`config.mk`:
```
export PLATFORM = sky130hd
export DESIGN_NAME = mc_sequencer
export DESIGN_NICKNAME = d
export VERILOG_FILES = /design/src/rtl/mc_sequencer.sv
export SDC_FILE = /design/constraint.sdc
export NUM_CORES = 1
export LEC_CHECK = 0
export ABC_CLOCK_PERIOD_IN_PS = 4300
export CAP_MARGIN = 15
export CORE_UTILIZATION = 53
export DETAILED_ROUTE_END_ITERATION = 16
export PLACE_DENSITY = 0.85
export SYNTH_ARGS = -nofsm -noshare
export SYNTH_HDL_FRONTEND = slang
export SYNTH_SLANG_ARGS = --single-unit
export TNS_END_PERCENT = 1
```
`constraint.sdc`:
```
create_clock -name clk -period 4.3 [get_ports clk]
set_input_delay 0.86 -clock clk [delete_from_list [all_inputs] [get_ports clk]]
set_output_delay 0.86 -clock clk [all_outputs]
set_load 0.01 [all_outputs]
```
`src/rtl/mc_sequencer.sv`:
```
// mc_sequencer: multi-cycle FETCH/DECODE/EXECUTE/MEM/WB control sequencer
// for the RV32I core, with illegal-instruction and memory-timeout traps.
//
// Ports:
//   clk, rst_n          clock (rising edge), async active-low reset
//   instr_valid         decoder valid, held stable DECODE..WB
//   MemRead, MemWrite   decoder load/store flags
//   RegWrite            decoder register-write flag
//   Branch, Jump        decoder branch / JAL-JALR flags
//   branch_taken        ALU branch compare result, valid in WB
//   imem_req/ready      instruction fetch handshake
//   ir_we               instruction register load strobe
//   dmem_req/we/ready   data memory handshake
//   rf_we, pc_we        register file / PC write strobes
//   pc_sel              0 = PC+4, 1 = branch/jump target
//   halt_req            park request, sampled in WB
//   state               FETCH=0 DECODE=1 EXECUTE=2 MEM=3 WB=4 HALT=5 TRAP=6
//   illegal, bus_err    sticky trap causes
//   cycle_cnt           cycles spent outside HALT/TRAP
//   retired_cnt         instructions completed in WB
module mc_sequencer #(
    parameter int TIMEOUT = 16,
    parameter int CNT_W   = 32
) (
    input  logic             clk,
    input  logic             rst_n,
    input  logic             instr_valid,
    input  logic             MemRead,
    input  logic             MemWrite,
    input  logic             RegWrite,
    input  logic             Branch,
    input  logic             Jump,
    input  logic             branch_taken,
    output logic             imem_req,
    input  logic             imem_ready,
    output logic             ir_we,
    output logic             dmem_req,
    output logic             dmem_we,
    input  logic             dmem_ready,
    output logic             rf_we,
    output logic             pc_we,
    output logic             pc_sel,
    input  logic             halt_req,
    output logic [2:0]       state,
    output logic             illegal,
    output logic             bus_err,
    output logic [CNT_W-1:0] cycle_cnt,
    output logic [CNT_W-1:0] retired_cnt
);

    typedef enum logic [2:0] {
        S_FETCH  = 3'd0,
        S_DECODE = 3'd1,
        S_EXEC   = 3'd2,
        S_MEM    = 3'd3,
        S_WB     = 3'd4,
        S_HALT   = 3'd5,
        S_TRAP   = 3'd6
    } state_t;

    localparam int WW  = (TIMEOUT > 1) ? $clog2(TIMEOUT) : 1;
    localparam int LIM = (TIMEOUT > 0) ? TIMEOUT - 1 : 0;

    state_t        st;
    logic [WW-1:0] wait_cnt;
    logic          at_lim;

    // Last permitted wait cycle; a ready in this cycle still wins.
    assign at_lim = (TIMEOUT != 0) && (wait_cnt == WW'(LIM));

    always_ff @(posedge clk or negedge rst_n) begin
        if (!rst_n) begin
            st          <= S_FETCH;
            wait_cnt    <= '0;
            illegal     <= 1'b0;
            bus_err     <= 1'b0;
            cycle_cnt   <= '0;
            retired_cnt <= '0;
        end else begin
            if (st != S_HALT && st != S_TRAP)
                cycle_cnt <= cycle_cnt + CNT_W'(1);
            unique case (st)
                S_FETCH: begin
                    if (imem_ready) begin
                        st       <= S_DECODE;
                        wait_cnt <= '0;
                    end else if (at_lim) begin
                        st       <= S_TRAP;
                        bus_err  <= 1'b1;
                        wait_cnt <= '0;
                    end else begin
                        wait_cnt <= wait_cnt + WW'(1);
                    end
                end
                S_DECODE: begin
                    if (!instr_valid) begin
                        st      <= S_TRAP;
                        illegal <= 1'b1;
                    end else begin
                        st <= S_EXEC;
                    end
                end
                S_EXEC: begin
                    st <= (MemRead | MemWrite) ? S_MEM : S_WB;
                end
                S_MEM: begin
                    if (dmem_ready) begin
                        st       <= S_WB;
                        wait_cnt <= '0;
                    end else if (at_lim) begin
                        st       <= S_TRAP;
                        bus_err  <= 1'b1;
                        wait_cnt <= '0;
                    end else begin
                        wait_cnt <= wait_cnt + WW'(1);
                    end
                end
                S_WB: begin
                    retired_cnt <= retired_cnt + CNT_W'(1);
                    st <= halt_req ? S_HALT : S_FETCH;
                end
                S_HALT: begin
                    if (!halt_req)
                        st <= S_FETCH;
                end
                S_TRAP: begin
                    st <= S_TRAP;
                end
                default: begin
                    st <= S_FETCH;
                end
            endcase
        end
    end

    // Strobes decode straight from state so they track reset at once.
    always_comb begin
        imem_req = 1'b0;
        dmem_req = 1'b0;
        dmem_we  = 1'b0;
        rf_we    = 1'b0;
        pc_we    = 1'b0;
        pc_sel   = 1'b0;
        unique case (1'b1)
            (st == S_FETCH): begin
                imem_req = 1'b1;
            end
            (st == S_MEM): begin
                dmem_req = 1'b1;
                dmem_we  = MemWrite;
            end
            (st == S_WB): begin
                // Branches never write rd even if the decoder says so.
                rf_we  = RegWrite & ~Branch;
                pc_we  = 1'b1;
                pc_sel = Jump | (Branch & branch_taken);
            end
            default: begin
            end
        endcase
    end

    assign ir_we = imem_req & imem_ready;
    assign state = st;

endmodule

```
=== Word level (Yosys, flattened, before mapping) ===
Index checks and enable logic that the tools add are counted.

* Register bits: 73

* Bitwise logic cells: 7
* Reductions and logical operators: 5
* Add/sub/neg operators: 3
* Equality and inequality tests: 12
* Mux-type cells: 22

{| class="wikitable"
|+ Operators with widths
! operator !! count
|-
| $add 32x1->32 const B || 2
|-
| $mux 3 || 7
|-
| $pmux 3 s7 || 1
|-
| $mux 4 || 3
|-
| $eq 3x3->1 const B || 3
|-
| $mux 1 || 9
|-
| $pmux 4 s2 || 1
|-
| $eq 3x2->1 const B || 2
|-
| $ne 2x2->1 const B || 3
|-
| $ne 3x3->1 const B || 2
|-
| $add 4x1->4 const B || 1
|-
| $eq 4x4->1 const B || 1
|-
| $and 1x1->1 || 3
|-
| $eq 3x1->1 const B || 1
|-
| $logic_not 3->1 || 1
|-
| $reduce_and 3->1 || 1
|-
| $not 1->1 || 2
|-
| $or 1x1->1 || 2
|-
| $pmux 1 s2 || 1
|-
| $reduce_and 2->1 || 1
|-
| $reduce_bool 2->1 || 1
|-
| $logic_and 1x1->1 || 1
|}

=== Depth between registers and ports, before layout ===
* Depth after elaboration: 4
* Depth in mapped cells: 7
* Mapped depth without buffers: 5

=== Worst setup path before layout ===
Ideal clock, no wire load.

* Kind: register -> output
* Start: register st[0] (netlist: state[0])
* End: output port rf_we
* Path buffers: 2
* Setup slack: 2.029 ns
* Cell stages (with the launch flop): 5
* Required time: 3.440 ns
* Arrival time: 1.411 ns
* Cell sequence: dfrtp_1 > buf_4 > or3b_1 > buf_6 > nor3b_1

* Cells in the longest elaborated chain, start to end: 2

{| class="wikitable"
|+ RTL lines
! element !! RTL line !! source
|-
| from (decl) || 64 || <nowiki>state_t st;</nowiki>
|-
| from (signal assigned) || 104 || <nowiki>st <= (MemRead | MemWrite) ? S_MEM : S_WB;</nowiki>
|-
| from (signal assigned) || 120 || <nowiki>st <= halt_req ? S_HALT : S_FETCH;</nowiki>
|-
| $eq 3x3->1 || 152 || <nowiki>(st == S_WB): begin</nowiki>
|-
| $mux 1 || 144 || <nowiki>unique case (1'b1)</nowiki>
|-
| to (decl) || 40 || <nowiki>output logic rf_we,</nowiki>
|}

Every way passes these cells.

=== Worst setup path in the final report ===
* Start: register st[2] (netlist: state[2])
* End: output port rf_we

The elaborated chain is that of the path after synthesis.

==> impl_metrics.ini <==
[floorplan]
die_w_um = 83.5
core-area_um2 = 6390
initial_utilization_pct = 55.1
die-area_um2 = 6970
die_y_um = 83.5
num_rows = 29
ios = 88

[drt]
wire_per_inst_um = 15.1
drt_wl_total_mm = 7.29
via_per_inst = 5.64
drc = 0
dr.pass1.iters = 4
vias = 2725
postRouteAntennaNets = 0
drtIter0Drc = 93

[cts]
clk_pin_slew_ns = 0.08
cts_tree = done
cts_sinks = 73
cts_resized = 0
ctsHoldBuffers = 0
cts_root_buffer = clkbuf_8
post_cts_buffers = 0
insertion_delay_ns = 0.34
clockBufferDepth = 2
h-tree-depth = 3
cts_buffers = 9

[sta]
worst_slew_pin_slew_ns = 0.878
finalCritPeriodShare_pct = 78.7
slew_viol_final = 0
fin_tns_setup_ns = 0
clock_skew_ns = 0.0124
slew_headroom_pct = 41.0
setup_ws_ns = 0.916
rsz0062_at_grt = no
hold_violations = 0
fmax_ghz = 0.296
period_minus_slack_ns = 3.38
setup_viol = 0

[synth]
synth_enable_flop_cells = 0
syn_nets = 328
ys_types = 44
yosysWarnings = 0
ys_ff_latch = 73
yosysMostFrequentCell = dfrtp_1
syn-instance-count = 313
syn_area_um2 = 3520
yosysSeqAreaShare_pct = 51.9
synth.area.top_cells = dfrtp_1 (52%), xnor2_1 (14%), nand4_1 (4.8%)
yosysTopAreaCell = dfrtp_1
synth_ff_type = dfrtp_1
syn_area_per_cell_um2 = 11.2
synth_common_cells = dfrtp_1 (73), xnor2_1 (56), nand3_1 (27), nand4_1 (27), nand2_1 (22)
synth_top_area_share_pct = 51.9
async_flop_share_pct = 100

[layout]
drive_gt1_share_pct = 7.64
diodes = 0
nNetsFinal = 417
syn_to_final_growth_pct = 32.0

[global_routing]
antenna_found_initial = 0
overflow = 0
grt_usage_pct = 22.4
grt_max_degree = 50
grt_pass1_vias = 2645
grt_pass1_wl_mm = 12.4

[power]
p_per_area_nw_per_um2 = 447
leakagePower_nw = 1.97
vdd_drop_max_v = 0.000414

[setup_path]
crit_path_max_fanout = 17
worstPathCellList = or3b_1 -> nor3b_1 -> clkdlybuf4s50_1
worstSetupPathType = reg2out
crit_path_end_kind = output port
crit_required_ns = 3.44
critPathArrivalTime_ns = 2.52
critical_path.top_delay_family = simple AND/OR/NAND/NOR gates
cpPeakStageDelay_ns = 0.71
cp_num_buf_inv = 1
cp_slowest_cell = dfrtp_1
cp-start-kind = flop

[placed_design]
preCtsSetupSlack_ns = 1.29
hpwl_mm = 5.19
port_buffers = 87
gp_congestion = 0.845

[run_status]
status = finished, final reports clean

[flow_run]
drv_cap = 0

[worst_hold_path]
hp-class = in2async
## power by group
part	internal (mW)	switching [mW]
logic	0.307	0.276
registers	0.773	0.150
clock network	0.324	0.249
total	1.40	0.675
## cell type report
| type | instances | area, um2 |
|---|---|---|
| Multi-Input combinational cell | 224 | 1600 |
| Inverter | 5 | 18.8 |
| Fill cell | 464 | 1740 |
| Clock buffer | 10 | 128 |
| Timing Repair Buffer | 89 | 893 |
| Tap cell | 77 | 96.3 |
| Sequential cell | 73 | 1830 |
| Clock inverter | 5 | 81.3 |
## metrics by stage
stage | cell area [um2] | hold WS, ns | utilization [%] | power (mW) | std cells
6_report | 4640 | 0.356 | 72.7 | 2.08 | 483
5_1_grt | 4640 | 0.345 | 72.7 | 2.19 | 483
4_1_cts | 4620 | 0.477 | 72.4 | 2.09 | 482
3_5_place_dp | 4420 | 0.460 | 69.1 | 1.52 | 467
3_3_place_gp | 4420 | 0.449 | 69.1 | 1.49 | 467
2_1_floorplan | 3520 | 0.472 | - | 1.26 | 313
## sequential cells by signal (all words and copies together) (netlist names)
register and cells:
cycle_cnt 32, retired_cnt 32, wait_cnt 4, state 3
bus_err 1, illegal 1
## worst reg2reg max path: stages (launching register included)
cell and delay, ns:
dfrtp_1 0.71, or3b_1 0.63, nor3_4 0.58, nand4b_1 0.19, xnor2_1 0.16
## logic make-up after synthesis
family	after synthesis	synth area share, %
AND/OR/NAND/NOR	136	22.8
adder cells (fa/ha/maj)	3	1.07
buffers and inverters	16	2.60
XOR/XNOR	63	15.9
multiplexers	2	0.640
flip-flops	73	51.9
AO/OA/AOI/OAI	20	5.09
## final timing paths
check | end | slack, ns | cells past startpoint | startpoint
setup reg to reg | retired_cnt[20] | 1.92 | 4 | state[2]
hold reg to reg | bus_err | 0.47 | 1 | bus_err
setup / recovery | rf_we | 0.92 | 3 | state[2]
hold / removal | retired_cnt[5] | 0.36 | 1 | rst_n
max in group asynchronous | wait_cnt[1] | 3.07 | 3 | rst_n
min in group clk | bus_err | 0.47 | 1 | bus_err
## cells in the final DEF (no fill, tap or decap), drive strengths merged, types with 2 or more instances in the layout
cell type	n
xnor2	56
or2	3
ha	3
o21ai	5
nand4b	2
a21oi	3
nand4	29
mux2	2
clkdlybuf4s50	86
nor4	3
buf	3
nor3	8
xor2	7
and4	6
nand2	22
clkinv	2
nand3	27
a22o	3
and3	15
dfrtp	73
and2	3
nor2	12
bufinv	2
inv	5
a2111oi	2
clkbuf	10
## metal layers
layer | GRT usage, % | routed length [um] | vias to the layer above | part of all wire (%)
met2 | 35.2 | 3520 | 78 | 48
met3 | 4.55 | 329 | 11 | 4.5
li1 | - | - | 1294 | -
met1 | 30.0 | 3300 | 1342 | 45
met4 | 10.9 | 131 | 0 | 1.8
met5 | 0 | 0 | - | 0
(Power assumes the default switching activity.)
